--- src/rtl/bcd_time_counter.sv ---
// HH:MM:SS BCD timekeeper with a once-per-second prescaler and single-cycle adjust pulses.
// Only the prescaler tick carries between fields; adjust pulses wrap their own field.
module bcd_time_counter #(
    parameter int TICKS_PER_SEC = 25_000_000,
    parameter int CNT_W         = $clog2(TICKS_PER_SEC)
) (
    input  logic       clk,
    input  logic       reset,
    input  logic       adj_sec_pulse,
    input  logic       adj_min_pulse,
    input  logic       adj_hrs_pulse,
    output logic [3:0] sec_u,
    output logic [2:0] sec_d,
    output logic [3:0] min_u,
    output logic [2:0] min_d,
    output logic [3:0] hrs_u,
    output logic [1:0] hrs_d,
    output logic [3:0] color_offset,
    output logic       sec_tick
);

    logic [CNT_W-1:0] cnt_q, cnt_d;
    logic [3:0]       sec_u_q, sec_u_d;
    logic [2:0]       sec_d_q, sec_d_d;
    logic [3:0]       min_u_q, min_u_d;
    logic [2:0]       min_d_q, min_d_d;
    logic [3:0]       hrs_u_q, hrs_u_d;
    logic [1:0]       hrs_d_q, hrs_d_d;
    logic [3:0]       color_q, color_d;
    logic             sec_tick_q, sec_tick_d;

    logic tick, sec_max, min_max;
    logic inc_sec, inc_min, inc_hrs;

    always_comb begin
        tick    = (cnt_q == CNT_W'(TICKS_PER_SEC - 1));
        sec_max = (sec_d_q == 3'd5) && (sec_u_q == 4'd9);
        min_max = (min_d_q == 3'd5) && (min_u_q == 4'd9);

        // Terms are ORed so a field advances at most once per cycle.
        inc_sec = tick | adj_sec_pulse;
        inc_min = (tick & sec_max) | adj_min_pulse;
        inc_hrs = (tick & sec_max & min_max) | adj_hrs_pulse;

        cnt_d      = tick ? '0 : cnt_q + CNT_W'(1);
        sec_tick_d = tick;
        color_d    = inc_min ? color_q + 4'd1 : color_q;

        sec_u_d = sec_u_q;
        sec_d_d = sec_d_q;
        if (inc_sec) begin
            if (sec_u_q == 4'd9) begin
                sec_u_d = '0;
                sec_d_d = (sec_d_q == 3'd5) ? '0 : sec_d_q + 3'd1;
            end else begin
                sec_u_d = sec_u_q + 4'd1;
            end
        end

        min_u_d = min_u_q;
        min_d_d = min_d_q;
        if (inc_min) begin
            if (min_u_q == 4'd9) begin
                min_u_d = '0;
                min_d_d = (min_d_q == 3'd5) ? '0 : min_d_q + 3'd1;
            end else begin
                min_u_d = min_u_q + 4'd1;
            end
        end

        hrs_u_d = hrs_u_q;
        hrs_d_d = hrs_d_q;
        if (inc_hrs) begin
            if ((hrs_d_q == 2'd2) && (hrs_u_q == 4'd3)) begin
                hrs_u_d = '0;
                hrs_d_d = '0;
            end else if (hrs_u_q == 4'd9) begin
                hrs_u_d = '0;
                hrs_d_d = hrs_d_q + 2'd1;
            end else begin
                hrs_u_d = hrs_u_q + 4'd1;
            end
        end
    end

    always_ff @(posedge clk or posedge reset) begin
        if (reset) begin
            cnt_q      <= '0;
            sec_u_q    <= '0;
            sec_d_q    <= '0;
            min_u_q    <= '0;
            min_d_q    <= '0;
            hrs_u_q    <= '0;
            hrs_d_q    <= '0;
            color_q    <= '0;
            sec_tick_q <= 1'b0;
        end else begin
            cnt_q      <= cnt_d;
            sec_u_q    <= sec_u_d;
            sec_d_q    <= sec_d_d;
            min_u_q    <= min_u_d;
            min_d_q    <= min_d_d;
            hrs_u_q    <= hrs_u_d;
            hrs_d_q    <= hrs_d_d;
            color_q    <= color_d;
            sec_tick_q <= sec_tick_d;
        end
    end

    assign sec_u        = sec_u_q;
    assign sec_d        = sec_d_q;
    assign min_u        = min_u_q;
    assign min_d        = min_d_q;
    assign hrs_u        = hrs_u_q;
    assign hrs_d        = hrs_d_q;
    assign color_offset = color_q;
    assign sec_tick     = sec_tick_q;

endmodule
--- config.mk ---
export PLATFORM = sky130hd
export DESIGN_NAME = bcd_time_counter
export DESIGN_NICKNAME = d
export VERILOG_FILES = /design/src/rtl/bcd_time_counter.sv
export SDC_FILE = /design/constraint.sdc
export NUM_CORES = 1
export LEC_CHECK = 0
export CAP_MARGIN = 10
export CELL_PAD_IN_SITES_DETAIL_PLACEMENT = 1
export CELL_PAD_IN_SITES_GLOBAL_PLACEMENT = 1
export CORE_MARGIN = 8
export CORE_UTILIZATION = 44
export DETAILED_ROUTE_END_ITERATION = 8
export GPL_TIMING_DRIVEN = 0
export PLACE_DENSITY = 0.9
export SLEW_MARGIN = 20
export SYNTH_ARGS = -nofsm -noshare
export SYNTH_HDL_FRONTEND = slang
export SYNTH_SLANG_ARGS = --single-unit
--- constraint.sdc ---
create_clock -name clk -period 2.84 [get_ports clk]
set_input_delay 0.568 -clock clk [delete_from_list [all_inputs] [get_ports clk]]
set_output_delay 0.568 -clock clk [all_outputs]
set_load 0.02 [all_outputs]
==> flow_metrics.py, run 1 <==
metrics = {
    "run_status": {
        "status": "completed",
    },
    "power_and_ir_drop": {
        "cellLeakagePower_uw": 0.00132,
        "power_density_nw_per_um2": 840,
        "irDropWorstVdd_mv": 0.491,
    },
    "global_routing": {
        "track_usage": 0.158,
        "grt_overflow": 0,
        "grt_pass1_vias": 2153,
        "antenna_found_initial": 0,
        "grt_pass1_wl_mm": 11.0,
        "grt_max_degree": 35,
    },
    "synth": {
        "ys_ff_latch": 50,
        "synth-compound-area-share": 0.0605,
        "yosys.area_share.adder": 0.0195,
        "synth_area_um2": 2560,
        "synth_top_family_by_area": "simple AND/OR/NAND/NOR gates",
        "avgSynthCellArea_um2": 10.6,
        "synthesis.nets": 251,
        "ys_top_cells_by_area": "dfrtp_1 49%, xor2_1 5.5%, xnor2_1 4.4%",
        "synth.top_cell.area_share": 0.488,
        "synth_xor_area_frac": 0.0991,
        "muxShareOfSynthArea": 0.0532,
        "synth_top_area_cell": "dfrtp_1",
        "yosys_warnings": 0,
        "syn_inst": 242,
        "yosys.area_share.simple": 0.266,
        "ys_seq_area_frac": 0.488,
        "synth.distinct_cells": 47,
    },
    "placed_design": {
        "gp_congestion": 0.763,
        "port_buffers": 29,
        "hpwlAfterDp_mm": 4.73,
        "placed_area_um2": 2960,
    },
    "clocking": {
        "clkTransAtPathRegs_ns": 0.09,
        "cts_setup_buffers": 0,
        "cts_buffers": 5,
        "cts_tree": "built",
        "clk_latency_ns": 0.31,
        "cts.sinks": 50,
        "cts_hold_buf": 0,
        "htreeDepth": 2,
        "cts_buffer_depth": 2,
        "post_cts_resized": 0,
        "cts_root_buf": "clkbuf_8",
    },
    "sta": {
        "fmax_ghz": 0.405,
        "fin_crit_sh": 0.869,
        "worstMarginPinSlew_ns": 0.768,
        "fin_crit_ns": 2.47,
        "hold_viol": 0,
        "rsz0062_at_grt": "false",
        "holdWs_ns": 0.507,
        "fin_setup_tns_ns": 0,
        "slew_headroom": 0.484,
        "setup_viol": 0,
        "slew_violations": 0,
        "clock_skew_ns": 0.00993,
    },
    "floorplan": {
        "num_rows": 27,
        "die_y_um": 92.3,
        "fp.dieW_um": 92.3,
        "die-area_um2": 8520,
        "core-area_um2": 5570,
        "pin_count": 30,
        "start_util": 0.460,
    },
    "min_path": {
        "min_path_type": "reg2reg",
    },
    "layout": {
        "num_antenna_cells": 0,
        "multi_input_area_um2": 1280,
        "mostFrequentLayoutCells": "50 x dfrtp_1, 29 x nor2_1, 29 x clkdlybuf4s50_1",
        "nets": 288,
        "drive_gt1_frac": 0.0964,
        "fill_cells": 625,
        "seq_area_um2": 1250,
        "final_common_cell": "dfrtp_1",
        "syn2layout_area_growth_pct": 19.0,
        "stdcell_area_um2": 3050,
    },
    "setup_path": {
        "worstSetupStartpointType": "flop",
        "end_kind": "flop",
        "worstPathRequired_ns": 3.04,
        "cp_slowest_cell": "or4_1",
        "worst-path-max-fanout": 5,
        "crit_type": "reg2reg",
        "max_stage_delay_ns": 0.61,
        "crit_arrival_ns": 2.66,
        "crit_chain": "or4_1 > nor4_2 > a21oi_1 > nor3_1 > mux2_2",
    },
    "detailed_routing": {
        "drt_iter0_drc": 77,
        "drc": 0,
        "drtPass1Iterations": 4,
        "avgRoutedWirePerCell_um": 17.9,
        "vias": 1976,
        "antenna_left": 0,
        "wl_mm": 6.28,
        "post_drt_via_cell_ratio": 5.61,
    },
    "flow_run": {
        "maxCapViolCount": 0,
    },
}
## power breakdown
part	switching, uW	total [uW]	leakage, uW	internal (uW)
Combinational	513	1050	0.000633	534
Clock	238	412	0.0000452	174
Sequential	223	1100	0.000637	878
## layout make-up
class,count,area share
Clock buffer,6,0.0238
Multi-Input combinational cell,183,0.419
Buffer,5,0.00657
Inverter,4,0.00492
Clock inverter,2,0.00451
Tap cell,72,0.0295
Timing Repair Buffer,30,0.102
Sequential cell,50,0.410
## logic make-up after synthesis
family	after synthesis
flip-flops	50
XOR/XNOR	29
buffers and inverters	9
AND/OR/NAND/NOR	114
AO/OA/AOI/OAI	24
multiplexers	12
adder cells (fa/ha/maj)	4
## flip-flops by register name, indices dropped and copies added (netlist names)
signal and count:
cnt_q 25, min_d 3, color_offset 4, sec_u 4
sec_tick 1, hrs_d 2, hrs_u 4, sec_d 3
min_u 4
## worst max-delay path, delay by kind of cell, from the launching register on
family | cells | cell delay, ns
AND/OR/NAND/NOR | 3 | 1.30
flip-flops | 1 | 0.44
AO/OA/AOI/OAI | 1 | 0.25
multiplexers | 1 | 0.37
## cell usage after synthesis, drive strengths merged
| master | n |
|---|---|
| a21boi | 2 |
| a21o | 1 |
| a21oi | 4 |
| a221o | 1 |
| a22oi | 1 |
| and2b | 1 |
| and3 | 11 |
| and3b | 1 |
| and4 | 3 |
| buf | 1 |
| clkbuf | 4 |
| dfrtp | 50 |
| ha | 4 |
| inv | 4 |
| mux2 | 10 |
| mux2i | 2 |
| nand2 | 13 |
| nand3 | 17 |
| nand3b | 3 |
| nand4 | 7 |
| nand4bb | 1 |
| nor2 | 30 |
| nor2b | 5 |
| nor3 | 4 |
| nor3b | 5 |
| nor4 | 6 |
| nor4b | 1 |
| nor4bb | 2 |
| o2111ai | 1 |
| o21ai | 11 |
| o221ai | 2 |
| o2bb2ai | 1 |
| or3b | 1 |
| or4 | 1 |
| or4b | 1 |
| or4bb | 1 |
| xnor2 | 13 |
| xor2 | 16 |
## metrics by stage
stage | util | power, uW | worst slack (ns) | cells
final | 0.547 | 2560 | 0.372 | 352
after global placement | 0.528 | 2090 | 0.103 | 343
after detailed placement | 0.532 | 2170 | 0.396 | 344
after CTS | 0.547 | 2590 | 0.375 | 352
after floorplan | - | 1670 | 0.526 | 242
after global routing | 0.547 | 2730 | 0.140 | 352
## metal layers
| metal | global-route usage | vias up | routed length [um] |
|---|---|---|---|
| met5 | 0 | - | 0 |
| met4 | 0.0483 | 0 | 84 |
| met3 | 0.0307 | 10 | 199 |
| met2 | 0.287 | 32 | 3270 |
| met1 | 0.182 | 997 | 2730 |
| li1 | - | 937 | - |
## worst paths after layout
path                                         start                     endpoint  slack, ns  cells after the start
worst min register to register  cnt_q[4]$_DFF_PP0_           cnt_q[4]$_DFF_PP0_       0.51                      1
min in group asynchronous                    reset  color_offset[2]$_DFFE_PP0P_       0.57                      2
max in group asynchronous                    reset         hrs_u[0]$_DFFE_PP0P_       1.76                      3
worst max-delay path            cnt_q[9]$_DFF_PP0_         sec_d[2]$_DFFE_PP0P_       0.37                      5
worst max register to register  cnt_q[9]$_DFF_PP0_         sec_d[2]$_DFFE_PP0P_       0.37                      5
worst min-delay path            cnt_q[4]$_DFF_PP0_           cnt_q[4]$_DFF_PP0_       0.51                      1
Note: power is estimated with default switching activity, not from simulation.
==> run 2: changes to the inputs <==
- CTS_CLUSTER_SIZE: default -> 16
- HOLD_SLACK_MARGIN: default -> 0.02
==> results of run 2 <==
No change in the layout: final DEF, timing and power equal those of run 1.
